[config.mk]
export PLATFORM = sky130hd
export DESIGN_NAME = uart_dram_loader_flat
export DESIGN_NICKNAME = d
export VERILOG_FILES = /design/src/rtl/uart_dram_loader_if.sv /design/src/rtl/uart_dram_loader.sv /design/src/flat_wrapper.sv
export SDC_FILE = /design/constraint.sdc
export NUM_CORES = 1
export LEC_CHECK = 0
export ABC_AREA = 1
export CAP_MARGIN = 20
export CORE_ASPECT_RATIO = 0.75
export CORE_MARGIN = 1.5
export CORE_UTILIZATION = 50
export CTS_BUF_LIST = sky130_fd_sc_hd__clkbuf_4
export DETAILED_ROUTE_END_ITERATION = 12
export PLACE_DENSITY = 0.72
export SLEW_MARGIN = 0
export SYNTH_ARGS = -nofsm -noshare
export SYNTH_HDL_FRONTEND = slang
export SYNTH_SLANG_ARGS = --single-unit
[constraint.sdc]
create_clock -name clk_in -period 2.1 [get_ports clk_in]
set_input_delay 0.42 -clock clk_in [delete_from_list [all_inputs] [get_ports clk_in]]
set_output_delay 0.42 -clock clk_in [all_outputs]
set_load 0.05 [all_outputs]
[src/rtl/uart_dram_loader_if.sv]
// uart_dram_loader_if: DRAM write bus driven by the serial boot loader.
interface uart_dram_loader_if;
   logic [15:0] dram_address;
   logic [7:0]  dram_data;
   logic        dram_wren;
   modport master (output dram_address, output dram_data, output dram_wren);
   modport slave  (input dram_address, input dram_data, input dram_wren);
endinterface

[src/rtl/uart_dram_loader.sv]
// uart_dram_loader: receives 8N1 UART bytes and writes them to DRAM from address 0,
// raising sticky rx_done once IMAGE_BYTES bytes have been stored.
module uart_dram_loader #(
   parameter int CLKS_PER_BIT = 434,
   parameter int IMAGE_BYTES  = 65536
) (
   input  logic                 clk_in,
   input  logic                 rst_n,
   input  logic                 rx,
   uart_dram_loader_if.master   bus,
   output logic                 rx_done,
   output logic                 frame_error
);
   localparam int TW = $clog2(CLKS_PER_BIT);
   localparam logic [TW-1:0] T_FULL = TW'(CLKS_PER_BIT - 1);
   localparam logic [TW-1:0] T_HALF = TW'(CLKS_PER_BIT / 2 - 1);
   localparam logic [16:0]   LAST   = 17'(IMAGE_BYTES - 1);
   localparam logic [2:0] S_IDLE  = 3'd0;
   localparam logic [2:0] S_START = 3'd1;
   localparam logic [2:0] S_DATA  = 3'd2;
   localparam logic [2:0] S_STOP  = 3'd3;
   localparam logic [2:0] S_WRITE = 3'd4;
   localparam logic [2:0] S_DONE  = 3'd5;
   logic [1:0]    r_sync;
   logic [2:0]    r_state;
   logic [TW-1:0] r_timer;
   logic [2:0]    r_bit;
   logic [7:0]    r_shift;
   logic [16:0]   r_count;
   logic [15:0]   r_addr;
   logic [7:0]    r_data;
   logic          r_wren;
   logic          r_done;
   logic          r_fe;
   logic          w_rx_s;
   logic          w_full;
   logic          w_half;
   assign w_rx_s = r_sync[1];
   assign w_full = r_timer == T_FULL;
   assign w_half = r_timer == T_HALF;
   // Count is one bit wider than the address so a full 64 KiB image terminates at 0xFFFF.
   always_ff @(posedge clk_in or negedge rst_n) begin
      if (!rst_n) begin
         r_sync  <= 2'b11;
         r_state <= S_IDLE;
         r_timer <= '0;
         r_bit   <= '0;
         r_shift <= '0;
         r_count <= '0;
         r_addr  <= '0;
         r_data  <= '0;
         r_wren  <= 1'b0;
         r_done  <= 1'b0;
         r_fe    <= 1'b0;
      end else begin
         r_sync <= {r_sync[0], rx};
         r_wren <= 1'b0;
         r_fe   <= 1'b0;
         case (r_state)
            S_IDLE: if (!w_rx_s) begin
               r_state <= S_START;
               r_timer <= '0;
            end
            S_START: if (w_half) begin
               r_state <= w_rx_s ? S_IDLE : S_DATA;
               r_timer <= '0;
               r_bit   <= '0;
            end else r_timer <= r_timer + TW'(1);
            S_DATA: if (w_full) begin
               r_timer <= '0;
               r_shift <= {w_rx_s, r_shift[7:1]};
               r_bit   <= r_bit + 3'd1;
               if (r_bit == 3'd7) r_state <= S_STOP;
            end else r_timer <= r_timer + TW'(1);
            S_STOP: if (w_full) begin
               r_timer <= '0;
               if (w_rx_s) begin
                  r_state <= S_WRITE;
                  r_wren  <= 1'b1;
                  r_addr  <= r_count[15:0];
                  r_data  <= r_shift;
               end else begin
                  r_state <= S_IDLE;
                  r_fe    <= 1'b1;
               end
            end else r_timer <= r_timer + TW'(1);
            S_WRITE: begin
               r_count <= r_count + 17'd1;
               r_state <= (r_count == LAST) ? S_DONE : S_IDLE;
               r_done  <= r_count == LAST;
            end
            S_DONE: r_state <= S_DONE;
            default: r_state <= S_IDLE;
         endcase
      end
   end
   assign bus.dram_address = r_addr;
   assign bus.dram_data    = r_data;
   assign bus.dram_wren    = r_wren;
   assign rx_done          = r_done;
   assign frame_error      = r_fe;
endmodule
[src/flat_wrapper.sv]
// flat-port wrapper written by rule: the top's interface ports become plain ports
module uart_dram_loader_flat 
#(
   parameter int CLKS_PER_BIT = 434,
   parameter int IMAGE_BYTES  = 65536
)
  (clk_in, rst_n, rx, rx_done, frame_error, bus_dram_address, bus_dram_data, bus_dram_wren);
  uart_dram_loader_if bus_i ();
  input  logic clk_in;
  input  logic rst_n;
  input  logic rx;
  output logic rx_done;
  output logic frame_error;
  output wire logic [$bits(bus_i.dram_address)-1:0] bus_dram_address;
  output wire logic [$bits(bus_i.dram_data)-1:0] bus_dram_data;
  output wire logic [$bits(bus_i.dram_wren)-1:0] bus_dram_wren;
  assign bus_dram_address = bus_i.dram_address;
  assign bus_dram_data = bus_i.dram_data;
  assign bus_dram_wren = bus_i.dram_wren;
  uart_dram_loader #(.CLKS_PER_BIT(CLKS_PER_BIT), .IMAGE_BYTES(IMAGE_BYTES)) u_core (.clk_in(clk_in), .rst_n(rst_n), .rx(rx), .bus(bus_i), .rx_done(rx_done), .frame_error(frame_error));
endmodule
==> results.sh <==
export IMPL_postRouteAntennaNets=0
export IMPL_synth_seq_cells=69
export IMPL_overflow=0
export IMPL_critical_path_max_fanout=2
export IMPL_synth_area_leaders="dfrtp_1 48%, nand2_1 16%, inv_1 4.7%, o21ai_2 4.0%, nand3_1 3.7%"
export IMPL_gp_congestion=0.9203
export IMPL_max_freq_ghz=0.4961
export IMPL_vias=2683
export IMPL_antenna_found_initial=0
export IMPL_synth_top_cells_by_count="146 x nand2_1, 67 x dfrtp_1, 44 x inv_1"
export IMPL_final_min_clock_period_ps=2016
export IMPL_io_pins=30
export IMPL_wl_per_cell_um=12.24
export IMPL_r2r_slack_ps=230
export IMPL_port_buffer_count=29
export IMPL_drt_pass1_iter_count=4
export IMPL_clockBufferDepth=2
export IMPL_synth_most_common_cell="nand2_1"
export IMPL_h_tree_depth=3
export IMPL_relSlewSlack=0.6464
export IMPL_ys_warnings_count=0
export IMPL_hpwl_mm=4.593
export IMPL_crit_buf_inv=1
export IMPL_hold_viol_final=0
export IMPL_slowest_stage="clkdlybuf4s50_1"
export IMPL_startpoint="u_core.bus.dram_data[7]$_DFFE_PN0P_"
export IMPL_synth_edf_count=0
export IMPL_initial_core_util=0.5152
export IMPL_die_w_um=99.42
export IMPL_nets=457
export IMPL_irDropWorstVdd_v=0.0003125
export IMPL_avgSynthCellArea_um2=8.440
export IMPL_maxCapViolations=0
export IMPL_r2r_cells=10
export IMPL_crit_chain="clkdlybuf4s50_1"
export IMPL_synth_cell_area_mm2=0.003486
export IMPL_grt_usage=0.1965
export IMPL_synth_top_area_frac=0.4810
export IMPL_grt_max_degree=70
export IMPL_post_route_util=0.5821
export IMPL_hold_path_class="in -> async"
export IMPL_async_reset_ff_frac=1.000
export IMPL_yosysTopAreaCell="dfrtp_1"
export IMPL_multiInputGateArea_mm2=0.001490
export IMPL_synthToLayoutAreaGrowth_pct=12.99
export IMPL_clock_latency_ps=420
export IMPL_powerDensity_mw_per_mm2=530.9
export IMPL_drt_iter0_drc=159
export IMPL_numCtsBuffers=9
export IMPL_status="completed"
export IMPL_fin_tns_setup_ps=0
export IMPL_final_area_mm2=0.003939
export IMPL_end_kind="primary output"
export IMPL_crit_family="buffers and inverters"
export IMPL_path_clk_slew_ps=110
export IMPL_crit_type="reg -> out"
export IMPL_final_instance_count_excl_fill=536
export IMPL_grt_pass1_wl_mm=11.35
export IMPL_via_per_inst=5.006
export IMPL_grt_pass1_vias=2429
export IMPL_r2r_end="u_core.bus.dram_address[7]$_DFFE_PN0P_"
export IMPL_rr_startpoint="u_core.r_timer[1]$_DFFE_PN0P_"
export IMPL_p_leak_nw=1.982
export IMPL_crit_arrival_ps=1600
export IMPL_cts_tree="done"
export IMPL_dieArea_mm2=0.007487
export IMPL_rsz0062_at_grt="false"
export IMPL_ys_flop_type="dfrtp_1"
export IMPL_wirelength_mm=6.558
export IMPL_core_mm2=0.006766
export IMPL_worstMarginPinSlew_ps=529.9
export IMPL_finalSetupViolCount=0
export IMPL_worstSetupStartpointType="flop"
export IMPL_cts_sinks=69
export IMPL_syn_nets=423
export IMPL_seq_area_frac_synth=0.4961
export IMPL_nFillCells=631
export IMPL_dpl_cell_area_mm2=0.003824
export IMPL_crit_required_ps=1680
export IMPL_die_h_um=75.31
export IMPL_root_buffer="clkbuf_4"
export IMPL_layout_drive_gt1_share=0.1327
export IMPL_synthCells=413
export IMPL_register_area_mm2=0.001729
export IMPL_cpPeakStageDelay_ps=810
export IMPL_fin_skew_ps=11.40
export IMPL_synth_cell_types=31
export IMPL_drc=0
export IMPL_num_antenna_cells=0
export IMPL_dp_cells=520
export IMPL_slew_violations=0
export IMPL_post_route_period_util=0.9598
export IMPL_num_rows=26
-- flip-flops by register name (all words and copies together) (netlist names) --
signal / cells
u_core.bus.dram_address: 16
u_core.bus.dram_data: 8
u_core.bus.dram_wren: 1
u_core.frame_error: 1
u_core.r_bit: 3
u_core.r_count: 17
u_core.r_shift: 8
u_core.r_state: 3
u_core.r_sync: 2
u_core.r_timer: 9
u_core.rx_done: 1
-- layer usage --
metal  wire (µm)  global-route usage  share of wire  vias up
met5           0                   0              0        -
met4          67             0.04695          0.010        0
met3         345             0.06055          0.053        7
met2        2625              0.2770           0.40       65
met1        3520              0.2972           0.54     1244
li1            -                   -              -     1367
-- logic make-up after synthesis --
family | share of synthesized area
AND/OR/NAND/NOR | 0.3015
adder cells (fa/ha/maj) | 0.02512
buffers and inverters | 0.07645
XOR/XNOR | 0.03015
AO/OA/AOI/OAI | 0.07071
flip-flops | 0.4961
-- worst max path at each step --
stage | depth (start not counted) | end | slack [ps]
global route | 1 | bus_dram_address[11] | 1
finish | 1 | bus_dram_data[7] | 80
global placement | 10 | u_core.bus.dram_address[1]$_DFFE_PN0P_ | 270
CTS | 1 | bus_dram_address[9] | 30
floorplan | 10 | u_core.r_state[0]$_DFFE_PN0P_ | 520
detailed placement | 10 | u_core.bus.dram_address[7]$_DFFE_PN0P_ | 230
-- per-stage QoR --
step	power (mW)	hold WS (ps)	setup WS (ps)
global placement	1.394	346.1	273.3
floorplan	1.360	124.4	521.7
global route	2.195	22.21	1.069
detailed placement	1.395	348.4	234.4
CTS	2.124	7.595	27.87
finish	2.091	13.59	84.36
-- power by group --
group | switching, mW | leakage [nW] | internal, mW
logic | 0.0264 | 0.973 | 0.00664
registers | 0.00155 | 0.943 | 1.33
clock network | 0.463 | 0.0664 | 0.262
-- timing repair --
| action | in CTS | in global routing |
|---|---|---|
| gates resized for setup | 0 | 2 |
| buffers inserted | 0 | 0 |
| hold buffers | 0 | 0 |
| hold endpoints to repair | 0 | 0 |
| endpoints found under the setup margin | 0 | 2 |
-- cell type report --
class,instances,share of cell area
sequential,69,0.4390
multi-input combinational,286,0.3783
timing repair buffer,30,0.07878
inverter,51,0.04924
tap,84,0.02668
clock buffer,11,0.02097
clock inverter,5,0.006989
-- placed cells by master, fill, tap and decap left out, types with 2 or more instances in the layout --
| cell type | netlist | routed |
|---|---|---|
| o21ai_2 | 16 | 16 |
| nand3b_1 | 2 | 2 |
| xor2_1 | 10 | 10 |
| ha_1 | 7 | 7 |
| nor3_1 | 2 | 2 |
| xnor2_1 | 2 | 2 |
| clkdlybuf4s50_1 | 0 | 26 |
| inv_1 | 44 | 44 |
| o21bai_1 | 2 | 2 |
| nor2_1 | 27 | 27 |
| dfrtp_1 | 67 | 67 |
| nand2_2 | 2 | 2 |
| o21ai_0 | 16 | 16 |
| clkinv_2 | 0 | 4 |
| nor2_2 | 5 | 5 |
| nand2_4 | 4 | 4 |
| dlymetal6s2s_1 | 0 | 2 |
| inv_2 | 6 | 6 |
| nand3_1 | 26 | 26 |
| nand2_1 | 146 | 146 |
| nor2_8 | 2 | 2 |
| nand4_1 | 9 | 9 |
| clkbuf_4 | 0 | 11 |
| dfstp_2 | 2 | 2 |
Power figures use the tool's default switching activity.
